`config.mk`:
```
export PLATFORM = sky130hd
export DESIGN_NAME = n4_b2_down_counter
export DESIGN_NICKNAME = d
export VERILOG_FILES = /design/src/rtl/n4_b2_down_counter_pkg.sv /design/src/rtl/n4_b2_down_counter_digit.sv /design/src/rtl/n4_b2_down_counter.sv
export SDC_FILE = /design/constraint.sdc
export NUM_CORES = 1
export LEC_CHECK = 0
export ABC_AREA = 1
export ABC_CLOCK_PERIOD_IN_PS = 3000
export CAP_MARGIN = 10
export CORE_AREA = 2 2 39 41
export CTS_BUF_LIST = sky130_fd_sc_hd__clkbuf_16
export DETAILED_ROUTE_END_ITERATION = 7
export DIE_AREA = 0 0 41 43
export GPL_ROUTABILITY_DRIVEN = 0
export PLACE_DENSITY = 0.46
export SLEW_MARGIN = 20
export SYNTH_ARGS = -nofsm -noshare
export SYNTH_HDL_FRONTEND = slang
export SYNTH_SLANG_ARGS = --single-unit
```
`constraint.sdc`:
```
create_clock -name m_clock -period 3 [get_ports m_clock]
set_input_delay 0.6 -clock m_clock [delete_from_list [all_inputs] [get_ports m_clock]]
set_output_delay 0.6 -clock m_clock [all_outputs]
set_load 0.02 [all_outputs]
```
`src/rtl/n4_b2_down_counter_pkg.sv`:
```
// Shared definitions for the base-2 down counter family.
package n4_b2_down_counter_pkg;

   // Default and maximum counter width (number of base-2 digits).
   localparam int unsigned CNT_N_DEFAULT = 4;
   localparam int unsigned CNT_N_MAX     = 16;

   // Count direction codes shared with the up-counter counterpart.
   typedef enum logic {
      COUNT_DOWN = 1'b0,
      COUNT_UP   = 1'b1
   } count_dir_e;

   localparam count_dir_e CNT_DIR = COUNT_DOWN;

endpackage : n4_b2_down_counter_pkg

```
`src/rtl/n4_b2_down_counter_digit.sv`:
```
// One base-2 down-count digit: toggles on borrow-in, presets on load.
module b2_down_digit (
   input  logic clk_i,
   input  logic rst_i,
   input  logic bi_i,
   input  logic load_i,
   input  logic d_i,
   output logic q_o,
   output logic bo_o
);

   logic q_q;
   logic q_d;

   // Next state: load wins, otherwise toggle when a borrow arrives.
   always_comb begin
      q_d = q_q ^ bi_i;
      if (load_i) begin
         q_d = d_i;
      end
   end

   // Digit state register with asynchronous clear.
   always_ff @(posedge clk_i or posedge rst_i) begin
      if (rst_i) begin
         q_q <= 1'b0;
      end else begin
         q_q <= q_d;
      end
   end

   assign q_o  = q_q;
   // A digit at 0 passes the borrow on to the next higher digit.
   assign bo_o = bi_i & ~q_q;

endmodule : b2_down_digit

```
`src/rtl/n4_b2_down_counter.sv`:
```
// N-digit base-2 down counter with parallel load and cascadable borrow.
module n4_b2_down_counter
   import n4_b2_down_counter_pkg::*;
#(
   parameter int unsigned N = CNT_N_DEFAULT  // legal range 1..16
) (
   input  logic         m_clock,
   input  logic         m_reset,
   input  logic         m_ei,
   input  logic         m_load,
   input  logic [N-1:0] m_d,
   output logic         eu,
   output logic [N-1:0] q,
   output logic         zero
);

   // Ripple borrow chain: borrow[0] is the enable, borrow[N] means all digits were 0.
   logic [N:0] borrow;

   assign borrow[0] = m_ei;

   // One digit per bit, borrow rippling from LSB to MSB.
   for (genvar gi = 0; gi < int'(N); gi++) begin : g_digit
      b2_down_digit u_digit (
         .clk_i  (m_clock),
         .rst_i  (m_reset),
         .bi_i   (borrow[gi]),
         .load_i (m_load),
         .d_i    (m_d[gi]),
         .q_o    (q[gi]),
         .bo_o   (borrow[gi+1])
      );
   end

   // Borrow-out is suppressed when a load overrides the decrement.
   assign eu   = borrow[N] & ~m_load;
   // Zero flag depends on the state register only.
   assign zero = ~|q;

endmodule : n4_b2_down_counter

```
* Yosys cells after proc, flatten, opt, wreduce, memory -nomap -nowiden *
Index checks and enable logic that the tools add are counted.

word-level totals
  bits in registers = 4
  input bits = 8
  output and inout bits = 6

cells by class
  mux-type cells = 4
  bitwise operators = 14
  reduce and logical (&&, ||, !) cells = 2

operators with widths
  operator            count
  1-bit bitwise AND   5
  1-bit NOT           5
  1-bit 2-to-1 mux    4
  4-bit OR reduction  1
  1-bit XOR           4
  1-bit logical NOT   1

* Longest topological paths before layout *
  word-level depth = 6
  depth in mapped cells = 7

* Cells and area by module *
From an unflattened synthesis, not the netlist that was laid out.

second synthesis, totals
  cells, all modules = 33
  area, all modules = 249.0 µm²

by module, submodules not included
  module              instances  cells each  area each (µm²)
  b2_down_digit       4          6           53.8
  n4_b2_down_counter  1          9           33.8

* Worst setup path before layout *
Ideal clock, no wire load.

  kind = input port to output port
  from = in m_ei
  to = out eu
  data arrival time = 1423 ps
  path slack = 977 ps
  stages on the path = 6
  cell sequence = ha_1 > ha_1 > ha_1 > ha_1 > inv_1 > nor2_1

between the ends
  longest elaborated chain between the ends = 5

RTL lines
  what                            RTL line                        text
  start: declaration              n4_b2_down_counter.sv:9         input logic m_ei,
  1-bit bitwise AND (4 in a row)  n4_b2_down_counter_digit.sv:34  assign bo_o = bi_i & ~q_q;
  1-bit bitwise AND               n4_b2_down_counter.sv:36        assign eu = borrow[N] & ~m_load;
  end: declaration                n4_b2_down_counter.sv:12        output logic eu,

Every way passes these cells.

* Worst setup path after layout *
Ends and elaborated chain as after synthesis.

==> impl_metrics.prom <==
# TYPE chip_impl_metric gauge
chip_impl_metric{name="die_w",unit="um"} 41
chip_impl_metric{name="route.final.wire_length",unit="um"} 448
chip_impl_metric{name="place_worst_setup_slack",unit="ps"} 15.8
chip_impl_metric{name="timing.final.setup_violations",unit=""} 0
chip_impl_metric{name="ios",unit=""} 14
chip_impl_metric{name="path_clk_slew",unit="ps"} 30
chip_impl_metric{name="ys_async_sr_fraction",unit="%"} 100
chip_impl_metric{name="yosys.cell_types.count",unit=""} 8
chip_impl_metric{name="period_utilization",unit="%"} 88.0
chip_impl_metric{name="timing.final.crit_period",unit="ps"} 2640
chip_impl_metric{name="placedCellCount",unit=""} 55
chip_impl_metric{name="cts_setup_buffers",unit=""} 0
chip_impl_metric{name="irDropWorstVdd",unit="mV"} 0.259
chip_impl_info{name="ctsRootBufferMaster",value="clkbuf_16"} 1
chip_impl_metric{name="initial_util",unit="%"} 19.1
chip_impl_metric{name="largest_reg_flops",unit=""} 4
chip_impl_metric{name="insertion_delay",unit="ps"} 220
chip_impl_metric{name="layout.cells.non_filler",unit=""} 58
chip_impl_metric{name="timing.final.hold_violations",unit=""} 0
chip_impl_metric{name="floorplan.core_area",unit="sq um"} 1380
chip_impl_metric{name="port-buffer-count",unit=""} 13
chip_impl_info{name="path_class",value="primary input to output pin"} 1
chip_impl_metric{name="drt-vias-per-instance",unit=""} 3.47
chip_impl_info{name="rsz_0062_raised_after_global_routing",value="no"} 1
chip_impl_metric{name="drcViolationCount",unit=""} 0
chip_impl_metric{name="post_drt_wl_per_cell",unit="um"} 7.72
chip_impl_metric{name="antenna_found_initial",unit=""} 0
chip_impl_metric{name="syn_area_per_cell",unit="sq um"} 8.52
chip_impl_metric{name="synthesis.nets",unit=""} 43
chip_impl_info{name="synth_common_cells",value="inv_1, nand2_1"} 1
chip_impl_info{name="post_synth_main_area_contributors",value="dfrtp_1, ha_1, buf_4"} 1
chip_impl_metric{name="ys.warnings.count",unit=""} 0
chip_impl_metric{name="synth_cells",unit=""} 31
chip_impl_metric{name="globalRouteTotalUtil",unit="%"} 6.55
chip_impl_metric{name="ctsResizeCount",unit=""} 0
chip_impl_metric{name="globalRoute.totalOverflow",unit=""} 0
chip_impl_info{name="hold_class",value="primary input to async pin"} 1
chip_impl_metric{name="crit_path_max_fanout",unit=""} 1
chip_impl_metric{name="cts_sinks",unit=""} 4
chip_impl_info{name="synth_flop_cell",value="dfrtp_1"} 1
chip_impl_metric{name="antenna_violating_nets_post_route",unit=""} 0
chip_impl_metric{name="cell_area_after_technology_mapping",unit="sq um"} 264
chip_impl_info{name="crit_path_start_kind",value="primary input"} 1
chip_impl_metric{name="detailed_place_hpwl",unit="um"} 359
chip_impl_metric{name="post_dp_cell_area",unit="sq um"} 373
chip_impl_metric{name="ys_seq_elements",unit=""} 4
chip_impl_metric{name="core.rowCount",unit=""} 14
chip_impl_metric{name="slew_limit_fails",unit=""} 0
chip_impl_metric{name="relSlewSlack",unit="%"} 82.7
chip_impl_metric{name="pre_antenna_drt_iters",unit=""} 2
chip_impl_metric{name="worst-endpoint-required",unit="ps"} 2400
chip_impl_info{name="tritoncts",value="built"} 1
chip_impl_metric{name="max_clock_freq",unit="GHz"} 0.379
chip_impl_info{name="status",value="complete, no violations"} 1
chip_impl_metric{name="fin_nets",unit=""} 56
chip_impl_metric{name="worst_pin_slew",unit="ps"} 259
chip_impl_metric{name="clock_skew",unit="ps"} 0.800
chip_impl_metric{name="synth_largest_type_area_fraction",unit="%"} 37.9
chip_impl_info{name="cell_type_contributing_the_most_total_cell_area_after_synthesis",value="dfrtp_1"} 1
chip_impl_info{name="critPathCaptureType",value="output pin"} 1
chip_impl_metric{name="totalNegativeSetupSlack",unit="ps"} 0
chip_impl_metric{name="synth_enable_flop_cells",unit=""} 0
chip_impl_metric{name="cts-buffers-inserted",unit=""} 3
chip_impl_metric{name="maximum_number_of_pins_on_one_net_before_global_route_repair",unit=""} 10
chip_impl_metric{name="drt-initial-drc-count",unit=""} 1
chip_impl_metric{name="syn_to_final_growth",unit="%"} 70.6
chip_impl_metric{name="first_global_vias",unit=""} 183
chip_impl_metric{name="p_per_area",unit="nW/um^2"} 741
chip_impl_metric{name="maximum_capacitance_violations",unit=""} 0
chip_impl_metric{name="grt_first_pass_wirelength",unit="um"} 662
chip_impl_metric{name="worst_case_setup_margin_in_the_final_layout",unit="ps"} 361
chip_impl_metric{name="num-fill-cells",unit=""} 147
chip_impl_metric{name="arrival",unit="ps"} 2040
chip_impl_metric{name="post-route-cell-area",unit="sq um"} 450
chip_impl_metric{name="antenna_cells",unit=""} 0
chip_impl_metric{name="h-tree-depth",unit=""} 1
chip_impl_metric{name="drive_above_1_share",unit="%"} 7.14
chip_impl_metric{name="fin_worst_hold_slack",unit="ps"} 569
chip_impl_metric{name="leakage_power",unit="nW"} 0.234
chip_impl_metric{name="fp.dieArea",unit="sq um"} 1760
chip_impl_metric{name="vias_post_dr",unit=""} 201
chip_impl_metric{name="hold_buffers",unit=""} 0
chip_impl_metric{name="clock_tree.buffer_depth",unit=""} 2
chip_impl_metric{name="synth-seq-area-share",unit="%"} 37.9
chip_impl_metric{name="dieHeight",unit="um"} 43
## report_power, final
part / internal, mW / switching (mW)
Clock: 0.170 / 0.0355
Sequential: 0.0617 / 0.00331
Combinational: 0.0327 / 0.0304
Total: 0.264 / 0.0692
## metrics by stage
step / utilization [%] / power (mW)
3_5_place_dp: 26.9 / 0.130
4_1_cts: 32.4 / 0.340
2_1_floorplan: - / 0.109
3_3_place_gp: 26.9 / 0.130
5_1_grt: 32.5 / 0.351
6_report: 32.5 / 0.334
## final cells by class
class | count | area, sq um | share of cell area [%]
inverter | 6 | 22.5 | 5.00
sequential | 4 | 100 | 22.2
timing repair buffer | 13 | 133 | 29.4
multi-input combinational | 16 | 100 | 22.2
clock buffer | 3 | 75.1 | 16.7
tap | 16 | 20.0 | 4.44
## cell usage in the layout, fill, tap and decap left out
| master | count |
|---|---|
| clkbuf_16 | 3 |
| clkdlybuf4s50_1 | 12 |
| dfrtp_1 | 4 |
| dlymetal6s2s_1 | 1 |
| ha_1 | 4 |
| inv_1 | 6 |
| nand2_1 | 6 |
| nor2_1 | 2 |
| o21ai_1 | 4 |
## kinds of logic after synthesis
kind of cell	after synthesis	share of synthesized area [%]
buffers and inverters	11	24.2
AOI/OAI and AO/OA	4	7.58
adders and majority gates	4	19.0
and+or+nand+nor	8	11.4
DFF	4	37.9
## path summary, 6_finish.rpt
| kind | startpoint | to | slack [ps] | cells past startpoint |
|---|---|---|---|---|
| hold / removal | m_reset | g_digit[2].u_digit.q_o$_DFF_PP0_ | 570 | 2 |
| setup / recovery | m_ei | eu | 360 | 8 |
| hold reg to reg | g_digit[3].u_digit.q_o$_DFF_PP0_ | g_digit[3].u_digit.q_o$_DFF_PP0_ | 660 | 3 |
| max in group asynchronous | m_reset | g_digit[0].u_digit.q_o$_DFF_PP0_ | 2290 | 2 |
| setup reg to reg | g_digit[0].u_digit.q_o$_DFF_PP0_ | g_digit[3].u_digit.q_o$_DFF_PP0_ | 1630 | 6 |
| min in group m_clock | g_digit[3].u_digit.q_o$_DFF_PP0_ | g_digit[3].u_digit.q_o$_DFF_PP0_ | 660 | 3 |
## critical path, stage by stage
cell             delay [ps]
clkdlybuf4s50_1         410
ha_1                    200
ha_1                    180
ha_1                    180
ha_1                    180
inv_1                    50
nor2_1                   30
dlymetal6s2s_1          210
## per-layer routing
layer	global-route usage, %	vias to the layer above	part of all wire (%)
met5	0	-	0
met4	10.0	0	2.7
met3	3.14	2	6.3
met2	5.63	10	41
met1	8.44	76	50
li1	-	113	-
(Power assumes the default switching activity.)
